### src/rtl/filt_ppi_ctrl.sv
// Sequencer for a single-MAC polyphase interpolator: shifts the delay line once
// per sample, then walks every phase/tap pair issuing coefficient and tap addresses.
module filt_ppi_ctrl #(
  parameter int gp_interpolation_factor = 4,
  parameter int gp_coeff_length         = 12,
  parameter bit gp_comm_ccw             = 1'b1
) (
  input  logic          i_clk,
  input  logic          i_rst_an,
  input  logic          i_ena,
  input  logic          i_sample_valid,
  input  logic          i_err_clr,
  output logic          o_ready,
  output logic          o_shift,
  output logic          o_mac_en,
  output logic          o_acc_clr,
  output logic          o_acc_last,
  output logic [(gp_interpolation_factor > 1 ? $clog2(gp_interpolation_factor) : 1)-1:0] o_phase,
  output logic [(((gp_coeff_length + gp_interpolation_factor - 1) / gp_interpolation_factor) > 1 ?
                 $clog2((gp_coeff_length + gp_interpolation_factor - 1) / gp_interpolation_factor) : 1)-1:0] o_tap,
  output logic [(gp_coeff_length > 1 ? $clog2(gp_coeff_length) : 1)-1:0] o_coeff_addr,
  output logic          o_coeff_zero,
  output logic          o_ovf_err
);

  localparam int L  = gp_interpolation_factor;
  localparam int N  = gp_coeff_length;
  localparam int gp_taps_per_phase = (N + L - 1) / L;
  localparam int K  = gp_taps_per_phase;
  localparam int PW = (L > 1) ? $clog2(L) : 1;
  localparam int KW = (K > 1) ? $clog2(K) : 1;
  localparam int AW = (N > 1) ? $clog2(N) : 1;

  localparam logic [PW-1:0] FIRST_PHASE = gp_comm_ccw ? PW'(0) : PW'(L - 1);
  localparam logic [PW-1:0] LAST_PHASE  = gp_comm_ccw ? PW'(L - 1) : PW'(0);
  localparam logic [KW-1:0] LAST_TAP    = KW'(K - 1);

  typedef enum logic [1:0] {ST_IDLE, ST_SHIFT, ST_MAC} state_t;

  state_t          state_q, state_d;
  logic [PW-1:0]   phase_q, phase_d;
  logic [KW-1:0]   tap_q, tap_d;
  logic [AW-1:0]   coeff_addr_q, coeff_addr_d;
  logic            shift_q, shift_d;
  logic            mac_en_q, mac_en_d;
  logic            acc_clr_q, acc_clr_d;
  logic            acc_last_q, acc_last_d;
  logic            coeff_zero_q, coeff_zero_d;
  logic            ovf_q, ovf_d;
  logic            in_mac;
  logic            final_tap;
  logic [31:0]     coeff_idx;

  assign final_tap = (state_q == ST_MAC) && (tap_q == LAST_TAP) && (phase_q == LAST_PHASE);
  assign o_ready   = (state_q == ST_IDLE) || final_tap;

  // Outputs are registered from the next-state indices, so they line up with the state they describe.
  always_comb begin
    state_d      = state_q;
    phase_d      = phase_q;
    tap_d        = tap_q;
    coeff_addr_d = coeff_addr_q;
    coeff_zero_d = coeff_zero_q;
    shift_d      = 1'b0;
    mac_en_d     = 1'b0;
    acc_clr_d    = 1'b0;
    acc_last_d   = 1'b0;
    ovf_d        = ovf_q;
    in_mac       = 1'b0;
    coeff_idx    = '0;
    if (i_ena) begin
      if (i_sample_valid && !o_ready) begin
        ovf_d = 1'b1;
      end else if (i_err_clr) begin
        ovf_d = 1'b0;
      end
      case (state_q)
        ST_IDLE: begin
          phase_d = '0;
          tap_d   = '0;
          if (i_sample_valid) begin
            state_d = ST_SHIFT;
            shift_d = 1'b1;
          end
        end
        ST_SHIFT: begin
          state_d = ST_MAC;
          phase_d = FIRST_PHASE;
          tap_d   = '0;
        end
        ST_MAC: begin
          if (final_tap) begin
            phase_d = '0;
            tap_d   = '0;
            if (i_sample_valid) begin
              state_d = ST_SHIFT;
              shift_d = 1'b1;
            end else begin
              state_d = ST_IDLE;
            end
          end else if (tap_q == LAST_TAP) begin
            tap_d   = '0;
            phase_d = gp_comm_ccw ? phase_q + PW'(1) : phase_q - PW'(1);
          end else begin
            tap_d = tap_q + KW'(1);
          end
        end
        default: begin
          state_d = ST_IDLE;
          phase_d = '0;
          tap_d   = '0;
        end
      endcase
      in_mac       = (state_d == ST_MAC);
      mac_en_d     = in_mac;
      acc_clr_d    = in_mac && (tap_d == '0);
      acc_last_d   = in_mac && (tap_d == LAST_TAP);
      coeff_idx    = 32'(tap_d) * 32'(L) + 32'(phase_d);
      coeff_zero_d = in_mac && (coeff_idx >= 32'(N));
      coeff_addr_d = (in_mac && !coeff_zero_d) ? AW'(coeff_idx) : '0;
    end
  end

  always_ff @(posedge i_clk or negedge i_rst_an) begin
    if (!i_rst_an) begin
      state_q      <= ST_IDLE;
      phase_q      <= '0;
      tap_q        <= '0;
      coeff_addr_q <= '0;
      coeff_zero_q <= 1'b0;
      shift_q      <= 1'b0;
      mac_en_q     <= 1'b0;
      acc_clr_q    <= 1'b0;
      acc_last_q   <= 1'b0;
      ovf_q        <= 1'b0;
    end else begin
      state_q      <= state_d;
      phase_q      <= phase_d;
      tap_q        <= tap_d;
      coeff_addr_q <= coeff_addr_d;
      coeff_zero_q <= coeff_zero_d;
      shift_q      <= shift_d;
      mac_en_q     <= mac_en_d;
      acc_clr_q    <= acc_clr_d;
      acc_last_q   <= acc_last_d;
      ovf_q        <= ovf_d;
    end
  end

  assign o_shift      = shift_q;
  assign o_mac_en     = mac_en_q;
  assign o_acc_clr    = acc_clr_q;
  assign o_acc_last   = acc_last_q;
  assign o_phase      = phase_q;
  assign o_tap        = tap_q;
  assign o_coeff_addr = coeff_addr_q;
  assign o_coeff_zero = coeff_zero_q;
  assign o_ovf_err    = ovf_q;

endmodule

### config.mk
export PLATFORM = sky130hd
export DESIGN_NAME = filt_ppi_ctrl
export DESIGN_NICKNAME = d
export VERILOG_FILES = /design/src/rtl/filt_ppi_ctrl.sv
export SDC_FILE = /design/constraint.sdc
export NUM_CORES = 1
export LEC_CHECK = 0
export ABC_AREA = 1
export ABC_CLOCK_PERIOD_IN_PS = 1180
export CAP_MARGIN = 40
export CELL_PAD_IN_SITES_DETAIL_PLACEMENT = 0
export CELL_PAD_IN_SITES_GLOBAL_PLACEMENT = 2
export CORE_ASPECT_RATIO = 2
export CORE_MARGIN = 5
export CORE_UTILIZATION = 22
export CTS_CLUSTER_DIAMETER = 150
export DETAILED_ROUTE_END_ITERATION = 7
export PLACE_DENSITY_LB_ADDON = 0.3
export SLEW_MARGIN = 20
export SYNTH_ARGS = -nofsm -noshare
export SYNTH_HDL_FRONTEND = slang
export SYNTH_SLANG_ARGS = --single-unit
### constraint.sdc
create_clock -name i_clk -period 1.18 [get_ports i_clk]
set_input_delay 0.354 -clock i_clk [delete_from_list [all_inputs] [get_ports i_clk]]
set_output_delay 0.354 -clock i_clk [all_outputs]
set_load 0.005 [all_outputs]
==> results of run 1 <==
## worst max-delay path by stage
stage / end / slack [ns] / depth (start not counted)
final: o_ready / -0.34 / 6
after global routing: o_ready / -0.41 / 6
after CTS: o_ready / -0.36 / 6
after detailed placement: o_ready / -0.48 / 6
after global placement: o_ready / -0.46 / 6
after floorplan: o_ready / -0.01 / 5
## per-stage QoR
step	cell area (um^2)	setup TNS (ns)	worst slack (ns)	std cells
floorplan	656	-0.0102	-0.0102	75
global placement	1000	-3.54	-0.463	138
detailed placement	1000	-3.57	-0.478	138
CTS	1080	-0.916	-0.356	145
global route	1070	-1.09	-0.414	146
finish	1070	-0.656	-0.338	146
## cell usage in the layout (no fill, tap or decap), types with 2 or more instances in the layout
cell	Yosys	routed
inv_1	9	7
nand2_1	34	31
nand3_1	5	2
clkbuf_2	0	6
nand2_2	0	3
dfrtp_1	16	16
buf_2	0	6
clkbuf_8	0	4
inv_2	1	3
clkdlybuf4s50_1	0	4
buf_6	0	5
nand3_2	0	3
buf_4	1	15
nor2_1	4	3
## layout make-up
| type | instances | area share [%] |
|---|---|---|
| multi-input combinational | 48 | 22.5 |
| tap | 30 | 3.50 |
| inverter | 10 | 3.50 |
| clock buffer | 4 | 5.14 |
| sequential | 16 | 37.4 |
| timing repair buffer | 38 | 27.9 |
## kinds of logic (layout without fill, tap and decap cells)
family | after synthesis | after routing | synth area share, %
simple gates | 45 | 45 | 28.4
flops | 16 | 16 | 61.3
buf+inv | 11 | 52 | 6.90
compound gates | 2 | 2 | 1.53
fa+ha+maj | 1 | 1 | 1.92
## synth_stat cells
| master | count |
|---|---|
| nand3b_1 | 1 |
| nor2_1 | 4 |
| inv_1 | 9 |
| o21ai_0 | 2 |
| inv_2 | 1 |
| buf_4 | 1 |
| nor3_2 | 1 |
| nand3_1 | 5 |
| nand2_1 | 34 |
| dfrtp_1 | 16 |
| ha_1 | 1 |
## power by group
| part | leakage (nW) | internal [mW] | switching [mW] | total (mW) |
|---|---|---|---|---|
| clock | 0.0288 | 0.296 | 0.187 | 0.483 |
| combinational | 0.385 | 0.378 | 0.353 | 0.731 |
| sequential | 0.216 | 0.663 | 0.0574 | 0.721 |
## timing repair
item,CTS,global route
endpoints found under the setup margin,15,20
buffers inserted,3,1
resized for setup,54,14
pin swaps,5,3
gates cloned,0,0
## sequential cells by signal, summed over array words and instances, names as in the netlist
name          flops
o_coeff_addr      4
o_coeff_zero      1
o_acc_last        1
o_shift           1
o_tap             2
o_acc_clr         1
o_mac_en          1
o_phase           2
o_ovf_err         1
state_q           2
## routing by layer
| layer | vias up | share of wire [%] | routed length, um |
|---|---|---|---|
| met5 | - | 0 | 0 |
| li1 | 309 | - | - |
| met2 | 13 | 57 | 945 |
| met1 | 278 | 36 | 603 |
| met3 | 4 | 4.3 | 72 |
| met4 | 0 | 2.6 | 43 |
==> run_results.csv, run 1 <==
group,metric,value,unit
critical_path,critPathTopFamily,"flip-flops",
die,start_util,22.5,%
die,coreArea,0.00291,mm^2
global_routing,grt_start_max_net_pins,17,
routing,drc,0,
global_routing,grt_pass1_vias,692,
synth,ys_seq_area_share,61.3,%
cells_and_area,utilization,36.8,%
critical_path,crit_type,"reg -> out",
routing,finalWirelength,1670,um
critical_path,r2r_start,"o_tap[1]$_DFFE_PN0P_",
cells_and_area,multi_input_area,241,um^2
die,die_w,48.5,um
critical_path,cp_common_cell,"nand2_2",
pwr,leakagePower,0.629,nW
synth,ys_ff_latch,16,
global_routing,overflow,0,
timing,skew,0.00469,ns
worst_hold_path,hold_path.class,"in -> async",
critical_path,cp_num_buf_inv,2,
timing,maxSlewViolCount,0,
timing,hold_violations,0,
clock_network,cts_root_buf,"clkbuf_8",
timing,setup_viol,5,
pwr,power,1.93,mW
critical_path,cp.required,0.83,ns
die,fp.dieH,87.1,um
critical_path,crit_path_start_kind,"flip-flop",
die,num_io_pins,20,
clock_network,clockBufferDepth,2,
global_routing,use_met2,17.7,%
synth,ys.warnings.count,0,
timing,slew_headroom,84.5,%
cells_and_area,layout-drive-gt1-share,42.2,%
critical_path,cp_max_fo,2,
cells_and_area,area_growth,64.0,%
timing,fin_crit_sh,129,%
routing,first_pass_iters,2,
clock_network,holdBufCountCts,0,
routing,viasPerCell,4.14,
synth,syn_nets,81,
timing,fin_ws,-0.338,ns
cells_and_area,num_antenna_cells,0,
clock_network,cts.htree.levels,1,
routing,num_vias,604,
synth,yosysTopAreaCell,"dfrtp_1",
die,dieArea,0.00422,mm^2
pwr,ir_drop,1110,uV
placement,io_buffers,19,
synth,ys_types,11,
placement,gp_congestion,0.716,
synth,yosysTopAreaCellShare,61.3,%
critical_path,critPathLaunch,"o_phase[1]$_DFFE_PN0P_",
timing,holdWs,0.440,ns
routing,ant_nets,0,
synth,ys_top_cells_by_area,"dfrtp_1, nand2_1, inv_1",
critical_path,ff2ff_path_depth,5,
global_routing,grtUsageTotal,9.27,%
routing,avgRoutedWirePerCell,11.4,um
critical_path,r2r_end,"o_tap[0]$_DFFE_PN0P_",
cells_and_area,fin_nets,123,
global_routing,grt-busiest-layer,"met2",
pwr,p_per_area,1810,mW/mm^2
critical_path,regToRegSetupSlack,0.03,ns
run,max-cap-violations,0,
die,rows,28,
timing,period_minus_slack,1.52,ns
clock_network,cts_tree,"built",
cells_and_area,fillCellCount,307,
global_routing,grt_antenna_before_repair,0,
synth,avgSynthCellArea,8.71,um^2
critical_path,worstPathCellList,"ha_2 > nand3_2 > nand2_2 > nand2_2 > inv_2 > buf_6",
clock_network,clock-sinks,16,
global_routing,use_met3,1.72,%
critical_path,slowest_stage,"dfrtp_1",
critical_path,arrival,1.16,ns
status,status,"finished, violations left",
placement,place_hpwl,1270,um
cells_and_area,seqCellArea,400,um^2
timing,rsz0062_at_grt,"yes",
critical_path,critPathMaxStageDelay,0.39,ns
routing,drtIter0Drc,5,
global_routing,met1_usage,8.95,%
clock_network,clk_pin_slew,0.06,ns
clock_network,clk-insertion-delay-late,0.25,ns
synth,synth_area,653,um^2
timing,worst_pin_slew,0.232,ns
synth,synthCells,75,
critical_path,endpoint_kind,"output port",
global_routing,grt_pass1_wl,3060,um
timing,fmax,0.659,GHz
clock_network,cts_buffers,3,
status,violations,"setup timing",
Power figures use the tool's default switching activity.
==> run 2: changes to the inputs <==
- ABC_CLOCK_PERIOD_IN_PS: 1180 -> 1400
- CORE_MARGIN: 5 -> unset
- CORE_UTILIZATION: 22 -> 25
- clock period: 1.18 -> 1.4 ns (I/O delays scaled with it)
==> run 2 against run 1 <==
Against the previous run: critical endpoint unchanged; critical path depth did not move; combinational power fell by 23%; first-iteration DRC count rose by 100%; final cell count fell by 1.4%; register-to-register slack improved by 0.12 ns; sequential share of layout area fell by 0.17 points; flip-flop and latch count did not move; the run still ends with setup timing left; sequential power fell by 16%.
==> run_results.csv, run 2 (synthesis results as in run 1) <==
group,metric,value,unit
pwr,p_sw,0.451,mW
cells_and_area,area_growth,64.8,%
die,start_util,27.1,%
cells_and_area,layout-drive-gt1-share,29.1,%
pwr,p_sw_share,30.2,%
critical_path,cp_max_fo,2,
die,coreArea,0.00241,mm^2
timing,period_minus_slack,1.57,ns
pwr,internal-power,1.04,mW
cells_and_area,fin_nets,125,
cells_and_area,mostFrequentLayoutCell,"nand2_1",
clock_network,clockBufferDepth,2,
routing,num_vias,610,
critical_path,cp.required,0.98,ns
timing,fin_ws,-0.175,ns
die,die_w,38.1,um
status,violations,"setup timing",
die,num_io_pins,20,
clock_network,cts.htree.levels,1,
critical_path,worstPathCellList,"ha_2 > nand3_2 > nand2_2 > nand2_2 > inv_1 > buf_2",
run,max-cap-violations,0,
placement,gp_congestion,0.772,
routing,first_pass_iters,4,
critical_path,slowest_stage,"dfrtp_1",
critical_path,arrival,1.15,ns
pwr,p_clk_share,21.9,%
routing,avgRoutedWirePerCell,10.8,um
critical_path,endpoint_kind,"output port",
routing,drc,0,
cells_and_area,multi_input_area,220,um^2
pwr,leakagePower,0.656,nW
critical_path,critPathTopFamily,"flip-flops",
routing,ant_nets,0,
clock_network,clock-sinks,16,
timing,hold_violations,0,
global_routing,grt_pass1_vias,644,
cells_and_area,largest_reg_flops,4,
die,dieArea,0.00283,mm^2
pwr,pwr-share-comb,37.5,%
cells_and_area,seqCellArea,400,um^2
timing,holdWs,0.476,ns
worst_hold_path,hold_path.class,"reg -> reg",
global_routing,grtUsageTotal,14.0,%
critical_path,cp_num_buf_inv,2,
timing,fin_crit_sh,112,%
die,rows,25,
timing,rsz0062_at_grt,"yes",
timing,slew_headroom,82.5,%
clock_network,cts_root_buf,"clkbuf_8",
critical_path,crit_path_start_kind,"flip-flop",
global_routing,grt_pass1_wl,2770,um
cells_and_area,num_antenna_cells,0,
timing,fmax,0.635,GHz
pwr,p_per_area,1390,mW/mm^2
placement,place_hpwl,1180,um
pwr,p_seq_share,40.6,%
timing,maxSlewViolCount,0,
clock_network,cts_buffers,3,
placement,io_buffers,19,
global_routing,grt_antenna_before_repair,0,
routing,viasPerCell,4.24,
global_routing,grt_start_max_net_pins,17,
timing,skew,0.00222,ns
timing,worst_pin_slew,0.261,ns
clock_network,cts_tree,"built",
clock_network,clk-insertion-delay-late,0.24,ns
routing,finalWirelength,1560,um
critical_path,cp_common_cell,"nand2_2",
timing,setup_viol,2,
clock_network,holdBufCountCts,0,
critical_path,critPathMaxStageDelay,0.39,ns
die,fp.dieH,74.3,um
cells_and_area,fillCellCount,250,
global_routing,overflow,0,
status,status,"finished, violations left",
clock_network,clk_pin_slew,0.05,ns
routing,drtIter0Drc,10,
pwr,ir_drop,662,uV
cells_and_area,final_cell_mix,"nand2_1, buf_4, dfrtp_1, dlygate4sd2_1, inv_1",
placement,preCtsSetupSlack,-0.307,ns
critical_path,crit_type,"reg -> out",
[run 2: area by class of cell]
class	count	share of cell area [%]
Clock buffer	3	3.84
Inverter	10	3.49
Timing Repair Buffer	40	31.9
Multi-Input combinational cell	48	20.5
Tap cell	27	3.14
Sequential cell	16	37.2
[run 2: layer usage]
| layer | GRT usage [%] | wire length [um] |
|---|---|---|
| met1 | 14.6 | 604 |
| met2 | 25.0 | 886 |
| met3 | 1.79 | 36 |
| met4 | 8.33 | 33 |
| met5 | 0 | 0 |
[run 2: final timing paths]
kind / start / endpoint / slack [ns] / depth (start not counted)
hold / removal: o_coeff_addr[1]$_DFFE_PN0P_ / o_coeff_addr[1]$_DFFE_PN0P_ / 0.48 / 2
max in group asynchronous: i_rst_an / o_mac_en$_DFF_PN0_ / 0.72 / 2
setup reg to reg: o_tap[1]$_DFFE_PN0P_ / o_tap[1]$_DFFE_PN0P_ / 0.15 / 5
setup / recovery: o_phase[0]$_DFFE_PN0P_ / o_ready / -0.17 / 6
hold reg to reg: o_coeff_addr[1]$_DFFE_PN0P_ / o_coeff_addr[1]$_DFFE_PN0P_ / 0.48 / 2
min in group asynchronous: i_rst_an / o_acc_last$_DFF_PN0_ / 0.50 / 2
[run 2: stage by stage]
step / utilization, % / setup TNS (ns) / cells / power [mW] / cell area, um^2
global placement: 40.2 / -1.17 / 133 / 1.16 / 967
finish: 44.7 / -0.279 / 144 / 1.49 / 1080
CTS: 44.2 / -0.293 / 142 / 1.50 / 1060
floorplan: - / 0 / 75 / 0.813 / 653
global route: 44.7 / -0.402 / 144 / 1.60 / 1080
detailed placement: 40.2 / -1.11 / 133 / 1.16 / 967
[run 2: repair_timing]
item | in CTS | in global routing
setup endpoints to repair | 15 | 4
buffers inserted | 6 | 4
pin swaps | 4 | 3
resized for setup | 33 | 5
[run 2: power by group through the flow]
| stage | registers, mW | logic, mW | clock network [mW] |
|---|---|---|---|
| 2_1_floorplan | 0.632 | 0.181 | 0 |
| 3_3_place_gp | 0.610 | 0.545 | 0 |
| 6_report | 0.606 | 0.561 | 0.328 |
| 3_5_place_dp | 0.614 | 0.549 | 0 |
| 4_1_cts | 0.605 | 0.546 | 0.348 |
| 5_1_grt | 0.618 | 0.616 | 0.365 |
[run 2: worst register-to-register path: cells and delay by family, from the launching register on]
kind,cells,cell delay (ns)
simple gates,3,0.55
buf+inv,2,0.27
flops,1,0.38
